## config.mk

```make
export PLATFORM = sky130hd
export DESIGN_NAME = dbg_trace_tx
export DESIGN_NICKNAME = d
export VERILOG_FILES = /design/src/rtl/dbg_pkg.sv /design/src/rtl/uart_tx_byte.sv /design/src/rtl/dbg_trace_tx.sv
export SDC_FILE = /design/constraint.sdc
export NUM_CORES = 1
export LEC_CHECK = 0
export CORE_MARGIN = 10
export CORE_UTILIZATION = 25
export DETAILED_ROUTE_END_ITERATION = 16
export PLACE_DENSITY_LB_ADDON = 0.2
export SLEW_MARGIN = 5
export SYNTH_ARGS = -nofsm -noshare
export SYNTH_HDL_FRONTEND = slang
export SYNTH_SLANG_ARGS = --single-unit
```

## constraint.sdc

```tcl
create_clock -name clk -period 5.66 [get_ports clk]
set_input_delay 1.132 -clock clk [delete_from_list [all_inputs] [get_ports clk]]
set_output_delay 1.132 -clock clk [all_outputs]
set_load 0.1 [all_outputs]
```

## src/rtl/dbg_pkg.sv

```systemverilog
// Shared types and constants for the debug trace UART: snapshot layout,
// frame constants and the transmit state encoding.
package dbg_pkg;

    localparam logic [7:0] SYNC_BYTE   = 8'hA5;
    localparam int         FRAME_BYTES = 5;

    typedef struct packed {
        logic [2:0] presente;
        logic [8:0] puntos_bin;
        logic [7:0] puntos_bono;
        logic [7:0] puntos;
    } snapshot_t;

    typedef enum logic [2:0] {
        ST_IDLE  = 3'd0,
        ST_LOAD  = 3'd1,
        ST_START = 3'd2,
        ST_DATA  = 3'd3,
        ST_STOP  = 3'd4
    } tx_state_t;

    // Byte idx of the frame built from one snapshot; idx 0 is the sync marker.
    function automatic logic [7:0] frame_byte(input snapshot_t snap, input logic [2:0] idx);
        logic [7:0] b;
        case (idx)
            3'd0:    b = SYNC_BYTE;
            3'd1:    b = {snap.puntos_bin[8], 4'b0000, snap.presente};
            3'd2:    b = snap.puntos_bin[7:0];
            3'd3:    b = snap.puntos_bono;
            3'd4:    b = snap.puntos;
            default: b = 8'hFF;
        endcase
        return b;
    endfunction

endpackage

```

## src/rtl/uart_tx_byte.sv

```systemverilog
// 8N1 byte serializer with a valid/ready byte handshake. Bytes offered in the
// last stop-bit cycle chain straight into the next start bit with no idle gap.
module uart_tx_byte
    import dbg_pkg::*;
#(
    parameter int CLKS_PER_BIT = 234
) (
    input  logic       clk,
    input  logic       rst,
    input  logic [7:0] byte_data,
    input  logic       byte_valid,
    output logic       byte_ready,
    output logic       tx,
    output logic       active
);

    localparam int            BW        = (CLKS_PER_BIT > 1) ? $clog2(CLKS_PER_BIT) : 1;
    localparam logic [BW-1:0] BAUD_LAST = BW'(CLKS_PER_BIT - 1);

    tx_state_t     state_q, state_d;
    logic [BW-1:0] baud_q, baud_d;
    logic [2:0]    bit_q, bit_d;
    logic [7:0]    shift_q, shift_d;
    logic          tx_q, tx_d;
    logic          baud_done_s;

    assign baud_done_s = (baud_q == BAUD_LAST);
    assign byte_ready  = (state_q == ST_IDLE) || ((state_q == ST_STOP) && baud_done_s);
    assign active      = (state_q != ST_IDLE);
    assign tx          = tx_q;

    // Next-state, counter and line-level logic; tx_d is the level for the next cycle.
    always_comb begin
        state_d = state_q;
        baud_d  = baud_q;
        bit_d   = bit_q;
        shift_d = shift_q;
        tx_d    = tx_q;
        case (state_q)
            ST_IDLE: begin
                tx_d   = 1'b1;
                baud_d = '0;
                bit_d  = 3'd0;
                if (byte_valid) begin
                    shift_d = byte_data;
                    state_d = ST_LOAD;
                end else begin
                    state_d = ST_IDLE;
                end
            end
            ST_LOAD: begin
                tx_d    = 1'b0;
                baud_d  = '0;
                state_d = ST_START;
            end
            ST_START: begin
                if (baud_done_s) begin
                    baud_d  = '0;
                    bit_d   = 3'd0;
                    tx_d    = shift_q[0];
                    shift_d = {1'b0, shift_q[7:1]};
                    state_d = ST_DATA;
                end else begin
                    baud_d = baud_q + BW'(1);
                end
            end
            ST_DATA: begin
                if (baud_done_s) begin
                    baud_d = '0;
                    if (bit_q == 3'd7) begin
                        bit_d   = 3'd0;
                        tx_d    = 1'b1;
                        state_d = ST_STOP;
                    end else begin
                        bit_d   = bit_q + 3'd1;
                        tx_d    = shift_q[0];
                        shift_d = {1'b0, shift_q[7:1]};
                    end
                end else begin
                    baud_d = baud_q + BW'(1);
                end
            end
            ST_STOP: begin
                if (baud_done_s) begin
                    baud_d = '0;
                    if (byte_valid) begin
                        shift_d = byte_data;
                        tx_d    = 1'b0;
                        state_d = ST_START;
                    end else begin
                        tx_d    = 1'b1;
                        state_d = ST_IDLE;
                    end
                end else begin
                    baud_d = baud_q + BW'(1);
                end
            end
            default: begin
                tx_d    = 1'b1;
                baud_d  = '0;
                bit_d   = 3'd0;
                state_d = ST_IDLE;
            end
        endcase
    end

    // State and output registers; reset forces the line idle at once.
    always_ff @(posedge clk or posedge rst) begin
        if (rst) begin
            state_q <= ST_IDLE;
            baud_q  <= '0;
            bit_q   <= 3'd0;
            shift_q <= 8'h00;
            tx_q    <= 1'b1;
        end else begin
            state_q <= state_d;
            baud_q  <= baud_d;
            bit_q   <= bit_d;
            shift_q <= shift_d;
            tx_q    <= tx_d;
        end
    end

endmodule

```

## src/rtl/dbg_trace_tx.sv

```systemverilog
// Debug trace transmitter: snapshots game state on a state change or forced
// strobe, queues snapshots in a small FIFO and streams each as a 5-byte UART frame.
module dbg_trace_tx
    import dbg_pkg::*;
#(
    parameter int CLKS_PER_BIT = 234,
    parameter int FIFO_DEPTH   = 4
) (
    input  logic       clk,
    input  logic       rst,
    input  logic [2:0] presente,
    input  logic [8:0] puntos_bin,
    input  logic [7:0] puntos_bono,
    input  logic [7:0] puntos,
    input  logic       force_snap,
    output logic       tx,
    output logic       busy,
    output logic       ovf
);

    localparam int         AW       = $clog2(FIFO_DEPTH);
    localparam int         CW       = AW + 1;
    localparam logic [CW-1:0] FULL_CNT = CW'(FIFO_DEPTH);
    localparam logic [2:0] LAST_IDX = 3'(FRAME_BYTES - 1);

    logic [2:0]    prev_st_q, prev_st_d;
    snapshot_t     mem_q [FIFO_DEPTH];
    snapshot_t     mem_d [FIFO_DEPTH];
    logic [AW-1:0] wr_ptr_q, wr_ptr_d, rd_ptr_q, rd_ptr_d;
    logic [CW-1:0] cnt_q, cnt_d;
    snapshot_t     frame_q, frame_d;
    logic [2:0]    idx_q, idx_d;
    logic          ovf_q, ovf_d;

    snapshot_t snap_s, head_s;
    logic      trigger_s, empty_s, full_s, accept_s, pop_s, hs_s;
    logic      byte_valid_s, byte_ready_s, tx_active_s;
    logic [7:0] byte_data_s;

    assign snap_s    = {presente, puntos_bin, puntos_bono, puntos};
    assign trigger_s = (presente != prev_st_q) || force_snap;
    assign head_s    = mem_q[rd_ptr_q];
    assign empty_s   = (cnt_q == '0);
    assign full_s    = (cnt_q == FULL_CNT);

    // idx_q == 0 means no frame is in progress: the next byte is B0 of the FIFO head,
    // offered only once the serializer has returned to idle.
    assign byte_valid_s = (idx_q != 3'd0) || (!empty_s && !tx_active_s);
    assign byte_data_s  = frame_byte((idx_q == 3'd0) ? head_s : frame_q, idx_q);
    assign hs_s         = byte_valid_s && byte_ready_s;
    assign pop_s        = hs_s && (idx_q == 3'd0);
    assign accept_s     = trigger_s && (!full_s || pop_s);

    assign busy = tx_active_s || !empty_s;
    assign ovf  = ovf_q;

    // FIFO, overflow flag and frame sequencing; a pop frees its slot for a same-cycle push.
    always_comb begin
        prev_st_d = presente;
        mem_d     = mem_q;
        wr_ptr_d  = wr_ptr_q;
        rd_ptr_d  = rd_ptr_q;
        frame_d   = frame_q;
        idx_d     = idx_q;
        ovf_d     = ovf_q;
        if (accept_s) begin
            mem_d[wr_ptr_q] = snap_s;
            wr_ptr_d        = wr_ptr_q + AW'(1);
        end else if (trigger_s) begin
            ovf_d = 1'b1;
        end else begin
            ovf_d = ovf_q;
        end
        if (pop_s) begin
            rd_ptr_d = rd_ptr_q + AW'(1);
            frame_d  = head_s;
            idx_d    = 3'd1;
        end else if (hs_s) begin
            idx_d = (idx_q == LAST_IDX) ? 3'd0 : idx_q + 3'd1;
        end else begin
            idx_d = idx_q;
        end
        case ({accept_s, pop_s})
            2'b10:   cnt_d = cnt_q + CW'(1);
            2'b01:   cnt_d = cnt_q - CW'(1);
            default: cnt_d = cnt_q;
        endcase
    end

    // Trigger history, FIFO and frame registers.
    always_ff @(posedge clk or posedge rst) begin
        if (rst) begin
            prev_st_q <= 3'b000;
            for (int i = 0; i < FIFO_DEPTH; i++) begin
                mem_q[i] <= '0;
            end
            wr_ptr_q <= '0;
            rd_ptr_q <= '0;
            cnt_q    <= '0;
            frame_q  <= '0;
            idx_q    <= 3'd0;
            ovf_q    <= 1'b0;
        end else begin
            prev_st_q <= prev_st_d;
            mem_q     <= mem_d;
            wr_ptr_q  <= wr_ptr_d;
            rd_ptr_q  <= rd_ptr_d;
            cnt_q     <= cnt_d;
            frame_q   <= frame_d;
            idx_q     <= idx_d;
            ovf_q     <= ovf_d;
        end
    end

    uart_tx_byte #(
        .CLKS_PER_BIT(CLKS_PER_BIT)
    ) u_uart_tx_byte (
        .clk       (clk),
        .rst       (rst),
        .byte_data (byte_data_s),
        .byte_valid(byte_valid_s),
        .byte_ready(byte_ready_s),
        .tx        (tx),
        .active    (tx_active_s)
    );

endmodule

```

## Word level (Yosys, flattened, before mapping)

Index checks and enable logic that the tools add are counted.

| operators by class | value |
|---|---|
| $add $sub $neg | 7 |
| multipliers | 0 |
| div/mod/pow operators | 0 |
| magnitude comparators | 3 |
| eq/ne operators | 19 |
| shift operators | 0 |
| multiplexer cells | 36 |
| bitwise operators | 4 |
| reductions and logical operators | 29 |

Operators with widths:

| cell | number |
|---|---|
| 112-bit bitwise mux | 1 |
| 28-bit 2-to-1 mux | 3 |
| 28-bit binary-select mux with 2-bit select | 1 |
| 28-bit demux with 2-bit select | 1 |
| 8-bit 2-to-1 mux | 7 |
| 8-bit case mux with 5 select lines | 1 |
| 8-bit case mux with 4 select lines | 1 |
| 3-bit 2-to-1 mux | 10 |
| 3-bit case mux with 5 select lines | 1 |
| 3-bit by 2-bit equality test with 1-bit output (second input constant) | 4 |
| 3-bit equality test (second input constant) | 4 |
| 3-bit by 1-bit adder with 3-bit output (second input constant) | 3 |
| 3-bit logical NOT | 3 |
| 3-bit case mux with 3 select lines | 1 |
| 8-bit by 1-bit adder with 8-bit output (second input constant) | 1 |
| 8-bit equality test (second input constant) | 1 |
| 2-bit by 1-bit inequality test with 1-bit output (second input constant) | 4 |
| 3-bit by 1-bit equality test with 1-bit output (second input constant) | 2 |
| 3-bit greater-or-equal comparator (second input constant) | 2 |
| 1-bit logical AND | 6 |
| 1-bit 2-to-1 mux | 6 |
| 2-bit NOT with 3-bit output | 2 |
| 3-bit case mux with 2 select lines | 1 |
| 3-bit AND reduction | 2 |
| other kinds (20) | 30 |

| word-level totals | value |
|---|---|
| register bits after elaboration | 177 |
| bits in latches | 0 |
| bits in writable memories | 0 |
| ROM bits | 0 |
| input bits | 31 |
| output and inout port bits | 3 |
| memories kept | 0 |

## Depth between registers and ports, before layout

Gate-level depths: netlist (run 1).

| logic depth | value |
|---|---|
| depth in word-level cells | 10 |
| mapped depth | 11 |

## By module

A second synthesis (run 1) with hierarchy kept.

| unflattened totals | value |
|---|---|
| cell total of the unflattened synthesis | 544 |
| area total of the unflattened synthesis | 8514.4 um^2 |

Modules (own cells, without submodules):

| module | instances | cells each | area an instance (um^2) | seq. area each (um^2) |
|---|---|---|---|---|
| dbg_trace_tx | 1 | 429 | 7269.5 | 3853.7 |
| uart_tx_byte | 1 | 115 | 1244.9 | 576.8 |

## Worst setup path after synthesis (run 1)

Ideal clock, no wire load.

| timing | value |
|---|---|
| path kind | input port to flip-flop |
| start | input port presente[1] |
| end | register cnt_q[1] |
| library setup time | 0.125 ns |
| arrival | 2.686 ns |
| data required time | 5.535 ns |
| path slack | 2.849 ns |
| stages on the path | 7 |
| path buffers | 0 |
| cells stage by stage | xor2_1 nor4_4 nor2_1 inv_1 ha_1 fa_1 mux2_2 |

| between the ends | value |
|---|---|
| cells in the longest elaborated chain, start to end | 5 |
| elaborated cells on any way between the ends | 7 |
| those cells by class | 3 x eq/ne; 1 x mux; 3 x reduce/logical |

RTL lines:

| element | RTL line | source |
|---|---|---|
| from (decl) | dbg_trace_tx.sv:11 | `input logic [2:0] presente,` |
| 3-bit inequality test * | dbg_trace_tx.sv:41 | `assign trigger_s = (presente != prev_st_q) \|\| force_snap;` |
| 1-bit logical OR * | dbg_trace_tx.sv:41 |  |
| 1-bit logical AND * | dbg_trace_tx.sv:52 | `assign accept_s = trigger_s && (!full_s \|\| pop_s);` |
| 2-bit by 1-bit equality test with 1-bit output or 2-bit equality test (tied branches) | dbg_trace_tx.sv:83 | `case ({accept_s, pop_s})` |
| 3-bit case mux with 2 select lines * | dbg_trace_tx.sv:83 |  |
| via cnt_d[1] | dbg_trace_tx.sv:30 | `logic [CW-1:0] cnt_q, cnt_d;` |
| to (signal assigned) | dbg_trace_tx.sv:108 | `cnt_q <= cnt_d;` |
| to (decl) | dbg_trace_tx.sv:30 |  |

The timed path passes the listed nets; every way through them passes the cells marked *.
A chain may end at the register's enable or synchronous reset.

## Final worst setup path (run 1)

| timing | value |
|---|---|
| start | register cnt_q[0] |
| end | output port busy |

| between the ends | value |
|---|---|
| cells in the longest elaborated chain, start to end | 3 |

RTL lines:

| element | RTL line | source |
|---|---|---|
| 3-bit logical NOT | dbg_trace_tx.sv:43 | `assign empty_s = (cnt_q == '0);` |
| 1-bit logical NOT | dbg_trace_tx.sv:54 | `assign busy = tx_active_s \|\| !empty_s;` |
| 1-bit logical OR | dbg_trace_tx.sv:54 |  |
| to (decl) | dbg_trace_tx.sv:17 | `output logic busy,` |

No other way between the ends.

==> metrics, run 1 <==
Worst Skew 0.01416 ns; critical path launch point type flop; routed len/inst 18.31 microns; antenna viol nets, final 0; Yosys warnings 0; Worst Tran Pin Value 1.086 ns; total number of vias 4,625; WL final 19,040 microns; critical path arrival 2.65 ns; CTS Hold Bufs 0; Cell variety after synth 61; Synth area leaders dfrtp_1, mux2_4, mux4_2; mean post-synth cell area 15.50 sq um; Die Footprint 41,820 sq um; Pre-Repair DR Iteration Count 5; outcome finished clean; Pins Over Slew Limit 0; post-synth top area share 0.5175; Synth Register Bits 177; Post-route DRC 0; fraction of power consumed by the clock network 0.254; MaxCap Viol Count 0; post-CTS resize count 0; Post-Synth XOR/XNOR Area 0.01544; area grow syn2layout 15.64%; Int Pwr 3.324 mW; met3 routed WL 563 microns; initial antenna violation count 0; clock slew at reported path FFs 0.06 ns; Period minus WS final 3.778 ns; Detailed Route Iter0 Violations 265; CTS tree yes; Slew HR 0.2763; Max FO, Critical Path 4; io pins 34; CTS Root Cell clkbuf_16; All-Layer GR Usage 0.09531; Std-Cell Core Area 33,530 sq um; Row Count 67; H-Tree Depth 4; Metal-1 WL 8872 microns; Post-CTS Setup Inserts 0; DP HPWL 12,110 microns; final setup fails 0; die width 204.5 microns; unrepaired setup endpoints after global routing false; Simple-Gate Fraction of Synth Area 0.04675; first-pass GRT wire length 30,900 microns; Comb pwr share 0.331; CP required 4.53 ns; number of buffers created by CTS 17; setup_tns 0 ns; worst hold path type reg2reg; compound-cell area share of the yosys netlist 0.04528; initial core utilization 0.2538; die height 204.5 microns; Async SR Flop Fraction 1.000; P_sw 1.380 mW; CP Class reg2out; Antenna Cells 0; mux contribution to synthesized area 0.3126; Cell Area, Synth 8511 sq um; WL met2 9418 microns; top sig layer met4; Clock Latency Late Sink 0.44 ns; fin crit share 0.6675; final instance count without filler cells 1,040; Fill cells 3,369; Final Hold Vio Count 0; fmax 0.2647 GHz; syn nets 595; Inst Count DP 1,008; largest net degree at the start of global routing 178; most common cell after layout, fill and taps aside dfrtp_1; vias per cell 4.447; pwr/cell area 477.9 nW/um^2; largest area contributor in the netlist dfrtp_1; clock buffer depth 2; register area 4431 sq um; fin nets 625; Leak Pwr 4.211 nW; Post-Synth Adder-Cell Area 0.02293; Sw Share 0.2934; Buffers on Ports 33; vias in the first global route 5,205; register area share after synthesis 0.5206; CP Capture Type output port; number of synthesized flops with an enable pin 0; Reg power frac 0.415; largest family of logic cells by synthesized area multiplexers; Multi-input gate area 3796 sq um; worst vdd ir 248.1 uV; commonest cells after routing, fill and taps aside dfrtp_1, mux2_4, mux2_2; CTS sink cnt 177; gate count after technology mapping 549; total gr overflow 0; placer's final routability congestion estimate 0.7478; ys flop type dfrtp_1; share of cells above drive strength 1 0.3615
[power by group through the flow]
stage | logic (mW) | clock network, mW | registers (mW)
floorplan | 1.37 | 0 | 1.88
global placement | 1.55 | 0 | 1.93
detailed placement | 1.58 | 0 | 1.98
CTS | 1.59 | 1.23 | 1.96
global route | 1.66 | 1.29 | 2.01
finish | 1.56 | 1.19 | 1.95
[cells in the mapped netlist (5+ instances only)]
cell and count:
mux4_2 28, buf_8 8, xor2_1 8, buf_2 8, xnor2_1 7, inv_1 15
clkbuf_1 5, mux2_1 16, dfrtp_1 176, nor2b_1 5, nor2_1 18, mux2_4 80
ha_1 14, mux2_2 54, nand3_1 11, a21oi_1 6, nand2_1 8
[final timing paths]
kind	slack (ns)	cells after the start	to	start
min reg2reg	0.49	2	ovf	ovf
min in group asynchronous	1.19	3	mem_q[26]	rst
max in group asynchronous	3.55	3	idx_q[2]	rst
max reg2reg	2.89	7	cnt_q[1]	idx_q[0]
max	1.88	3	busy	cnt_q[0]
min	0.49	2	ovf	ovf
[registers in the layout (all words and copies together), names as in the netlist]
register                cells
u_uart_tx_byte.state_q      3
idx_q                       3
frame_q                    28
ovf                         1
u_uart_tx_byte.baud_q       8
u_uart_tx_byte.bit_q        3
rd_ptr_q                    2
prev_st_q                   3
mem_q                     112
u_uart_tx_byte.shift_q      8
wr_ptr_q                    2
u_uart_tx_byte.tx           1
cnt_q                       3
[area by class of cell]
type | instances | area share
clock buffers | 17 | 0.04322
clock inverters | 15 | 0.01691
inverters | 15 | 0.006102
multi-input cells | 327 | 0.3857
flip-flops and latches | 177 | 0.4502
well taps | 448 | 0.05695
repair buffers | 41 | 0.04094
[worst max-delay path: stages, from the launching register on]
cell,delay [ns]
dfrtp_1,0.44
nor3_1,0.62
nand2_1,0.14
clkdlybuf4s50_1,1.01
[logic make-up after synthesis]
family	Yosys count
buffers and inverters	45
adder cells (fa/ha/maj)	15
AO/OA/AOI/OAI	45
multiplexers	182
AND/OR/NAND/NOR	70
XOR/XNOR	15
flip-flops	177
[through the flow]
step	power, mW	util	setup WS (ns)	cell area [sq um]	hold WS, ns
after floorplan	3.257	-	2.262	8514	0.4497
after global placement	3.480	0.2759	2.047	9250	0.4765
after detailed placement	3.558	0.2759	1.945	9250	0.4730
after CTS	4.779	0.2935	1.857	9842	0.4951
after global routing	4.960	0.2935	1.792	9842	0.5141
final	4.704	0.2935	1.882	9842	0.4886
[routing by layer]
metal | vias to the layer above | global-route usage
met3 | 11 | 0.02227
met4 | 0 | 0.02618
met2 | 57 | 0.1539
li1 | 2079 | -
met1 | 2478 | 0.1253
met5 | - | 0
Note: power is estimated with default switching activity, not from simulation.
==> run 2, diff against run 1 <==
==> constraint.sdc (replaced) <==
create_clock -name clk -period 3.2 [get_ports clk]
set_input_delay 0.64 -clock clk [delete_from_list [all_inputs] [get_ports clk]]
set_output_delay 0.64 -clock clk [all_outputs]
set_load 0.1 [all_outputs]
==> metrics, run 2 (synthesized netlist as in run 1, its figures left out) <==
final setup fails 0; Leak Pwr 4.303 nW; Multi-input gate area 3796 sq um; commonest cells after routing, fill and taps aside dfrtp_1, mux2_4, mux2_2; largest net degree at the start of global routing 63; vias per cell 4.431; CTS Hold Bufs 0; fin nets 634; clock buffer depth 2; Worst Skew 0.009697 ns; die width 204.5 microns; Die Footprint 41,820 sq um; area grow syn2layout 17.94%; reg2reg path depth 7; Max FO, Critical Path 6; setup_tns 0 ns; initial core utilization 0.2538; number of buffers created by CTS 17; MaxCap Viol Count 0; post-CTS resize count 0; Std-Cell Core Area 33,530 sq um; routed len/inst 18.15 microns; Detailed Route Iter0 Violations 214; critical path launch point type input pin; final core occ 0.2993; most common cell after layout, fill and taps aside dfrtp_1; antenna viol nets, final 0; reg-to-reg slack, setup 0.69 ns; biggest regs mem_q (112), frame_q (28); Worst Tran Pin Value 0.6678 ns; Final Hold Vio Count 0; worst vdd ir 557.5 uV; placer's final routability congestion estimate 0.7463; Reg-to-Reg End cnt_q[1]; max reg flops 112; DP HPWL 12,530 microns; pwr/cell area 855.8 nW/um^2; worst setup path start presente[2]; initial antenna violation count 0; Post-CTS Setup Inserts 0; WL final 19,040 microns; Slew HR 0.5539; All-Layer GR Usage 0.09670; total number of vias 4,648; die height 204.5 microns; register area 4431 sq um; Post-route DRC 0; worst r2r src u_uart_tx_byte.state_q[2]; vias in the first global route 5,313; fin crit share 0.8189; Fill cells 3,324; CP required 3.51 ns; Pins Over Slew Limit 0; critical path arrival 2.94 ns; Period minus WS final 2.620 ns; total gr overflow 0; CP Capture Type flop; CTS tree yes; worst hold path type reg2reg; worst hold slack 0.4908 ns; first-pass GRT wire length 31,550 microns; Pre-Repair DR Iteration Count 4; CP Class in2reg; Row Count 67; unrepaired setup endpoints after global routing false; outcome finished clean; Worst setup endpoint cnt_q[1]; share of cells above drive strength 1 0.3727; largest reg by FF count mem_q; clock slew at reported path FFs 0.07 ns; CTS sink cnt 177; Buffers on Ports 33; io pins 34; CTS Root Cell clkbuf_16; Antenna Cells 0; Clock Latency Late Sink 0.43 ns; fmax 0.3816 GHz; H-Tree Depth 4
==> run 2: cell types whose count changed in the layout (fill, tap and decap cells not counted), sizes merged <==
cell / before / now
inv: 22 / 16
clkdlybuf4s50: 33 / 30
clkbuf: 17 / 20
buf: 8 / 20
bufinv: 1 / 5
clkinv: 4 / 3
==> run 2: power breakdown <==
group          switching, mW  internal, mW
sequential             0.424          3.03
combinational           1.02          1.81
clock                  0.900          1.41
==> run 2: worst min path at each step <==
stage,start,end,cells past startpoint
after floorplan,frame_q[15],frame_q[15],1
after global placement,frame_q[12],frame_q[12],1
after detailed placement,ovf,ovf,2
after CTS,ovf,ovf,2
after global routing,u_uart_tx_byte.tx,u_uart_tx_byte.tx,1
final,ovf,ovf,2
==> run 2: per-stage QoR <==
stage / cell area (sq um) / setup WS (ns) / power, mW / instances
floorplan: 8514 / 0.2942 / 5.761 / 549
detailed placement: 9385 / 0.1018 / 6.382 / 1017
global route: 10040 / 0.4098 / 9.069 / 1049
global placement: 9385 / 0.1531 / 6.244 / 1017
CTS: 10040 / 0.5570 / 8.743 / 1049
finish: 10040 / 0.5797 / 8.590 / 1049
==> run 2: cell type report <==
cell class,instances,area share
flip-flops and latches,177,0.4414
multi-input cells,327,0.3782
well taps,448,0.05585
repair buffers,50,0.05360
clock buffers,20,0.04450
clock inverters,12,0.02044
inverters,15,0.005984
==> run 2: routing by layer <==
metal | part of all wire | up-vias | wire length (microns) | GRT usage
met3 | 0.028 | 12 | 524 | 0.01990
met4 | 0.014 | 0 | 267 | 0.03280
met5 | 0 | - | 0 | 0
met2 | 0.49 | 50 | 9334 | 0.1531
met1 | 0.47 | 2482 | 8910 | 0.1290
li1 | - | 2104 | - | -
==> run 2: critical path, stage by stage <==
cell             delay, ns
clkdlybuf4s50_1       0.52
xor2_1                0.23
nor4_4                0.38
nor2_1                0.17
inv_1                 0.09
ha_1                  0.20
fa_1                  0.42
mux2_2                0.27
==> run 3, diff against run 2 <==
==> constraint.sdc (replaced) <==
create_clock -name clk -period 2.15 [get_ports clk]
set_input_delay 0.43 -clock clk [delete_from_list [all_inputs] [get_ports clk]]
set_output_delay 0.43 -clock clk [all_outputs]
set_load 0.1 [all_outputs]
==> metrics, run 3 (synthesized netlist as in run 1, its figures left out) <==
clock slew at reported path FFs 0.07 ns; H-Tree Depth 4; Slew HR 0.5573; worst vdd ir 585.8 uV; area grow syn2layout 22.08%; Row Count 67; placer's final routability congestion estimate 0.7847; Final Hold Vio Count 0; Post-route DRC 0; CTS sink cnt 177; worst hold path type in2reg; vias per cell 4.462; largest net degree at the start of global routing 54; initial antenna violation count 1; final setup fails 0; most common cell after layout, fill and taps aside dfrtp_1; first-pass GRT wire length 32,830 microns; Max FO, Critical Path 14; Pins Over Slew Limit 0; CTS tree yes; post-route cell area 10,390 sq um; Die Footprint 41,820 sq um; Pre-Repair DR Iteration Count 6; pwr/cell area 1248 nW/um^2; antenna viol nets, final 0; max reg flops 112; fin crit share 0.9707; Worst Tran Pin Value 0.6582 ns; WL final 20,370 microns; Worst Skew 0.01904 ns; worst hold start presente[1]; unrepaired setup endpoints after global routing false; placed instance area 9642 sq um; worst setup path start idx_q[1]; All-Layer GR Usage 0.1015; outcome finished clean; die width 204.5 microns; CP Class reg2reg; Detailed Route Iter0 Violations 287; vias in the first global route 5,417; initial core utilization 0.2538; post-route setup slack 0.06295 ns; total gr overflow 0; worst r2r src idx_q[1]; CTS Hold Bufs 0; Inst Count DP 1,040; Antenna Cells 0; share of cells above drive strength 1 0.4231; Buffers on Ports 33; Clock Latency Late Sink 0.43 ns; total number of vias 4,814; clock buffer depth 2; die height 204.5 microns; number of buffers created by CTS 17; biggest regs mem_q (112), frame_q (28); fin nets 664; final instance count without filler cells 1,079; MaxCap Viol Count 0; CP Capture Type flop; final core occ 0.3099; io pins 34; CTS Root Cell clkbuf_16; critical path arrival 2.40 ns; Std-Cell Core Area 33,530 sq um; routed len/inst 18.88 microns; Leak Pwr 4.487 nW; commonest cells after routing, fill and taps aside dfrtp_1, mux2_4, mux2_2; DP Worst Slack -0.4087 ns; fmax 0.4791 GHz; DP HPWL 13,420 microns; worst hold slack 0.3490 ns; critical path launch point type flop; largest reg by FF count mem_q; Period minus WS final 2.087 ns; CP required 2.46 ns
run 3: cell types whose count changed in the layout (fill, tap and decap cells not counted), sizes merged:
cell and change:
dlymetal6s2s +1, inv +5, clkinvlp -1, clkbuf -1
buf +29, bufinv -5, clkdlybuf4s50 -1, clkinv +3
run 3: worst max-delay path, cell delays in order, from the launching register on:
cell and delay [ns]:
dfrtp_1 0.40, inv_1 0.15, ha_4 0.19, a311oi_4 0.10, buf_4 0.19, nor3b_4 0.21, buf_12 0.15, buf_6 0.25
mux2_4 0.32
run 3: cell type report:
type                            instances  area, sq um
Fill cell                            3348        23140
Sequential cell                       177         4432
Multi-Input combinational cell        327         3864
Timing Repair Buffer                   80        873.3
Tap cell                              448        560.5
Clock buffer                           18        439.2
Clock inverter                         14        161.4
Inverter                               15        60.06
run 3: worst paths after layout:
check	to	slack, ns	depth (start not counted)
max	mem_q[28]	0.06	8
min	prev_st_q[1]	0.35	2
max reg2reg	mem_q[28]	0.06	8
min reg2reg	frame_q[1]	0.50	1
max in group asynchronous	frame_q[2]	1.07	3
min in group asynchronous	prev_st_q[2]	0.39	2
run 3: where the power goes:
group          internal (mW)  switching, mW  leakage, nW
sequential              4.50          0.618         2.14
combinational           3.03           1.70         2.06
clock                   1.60           1.53        0.290
total                   9.12           3.84         4.49
run 3: metrics by stage:
stage | TNS, ns | total power, mW
floorplan | -96.12 | 8.587
global placement | -31.22 | 9.508
detailed placement | -38.21 | 9.735
CTS | 0 | 13.09
global route | 0 | 13.70
finish | 0 | 12.97
run 3: metal layers:
layer  track usage  up-vias  part of all wire
met5             0        -                 0
met4       0.02698        0            0.0086
met3       0.01769       10             0.026
met2        0.1646       55              0.50
met1        0.1369     2582              0.47
li1              -     2167                 -
run 3: timing repair:
action                                  4_1_cts  5_1_grt
gates resized for setup                       3       11
buffers inserted                              1        4
gates cloned                                  1        1
endpoints found under the setup margin        2       16
pin swaps                                     1        6
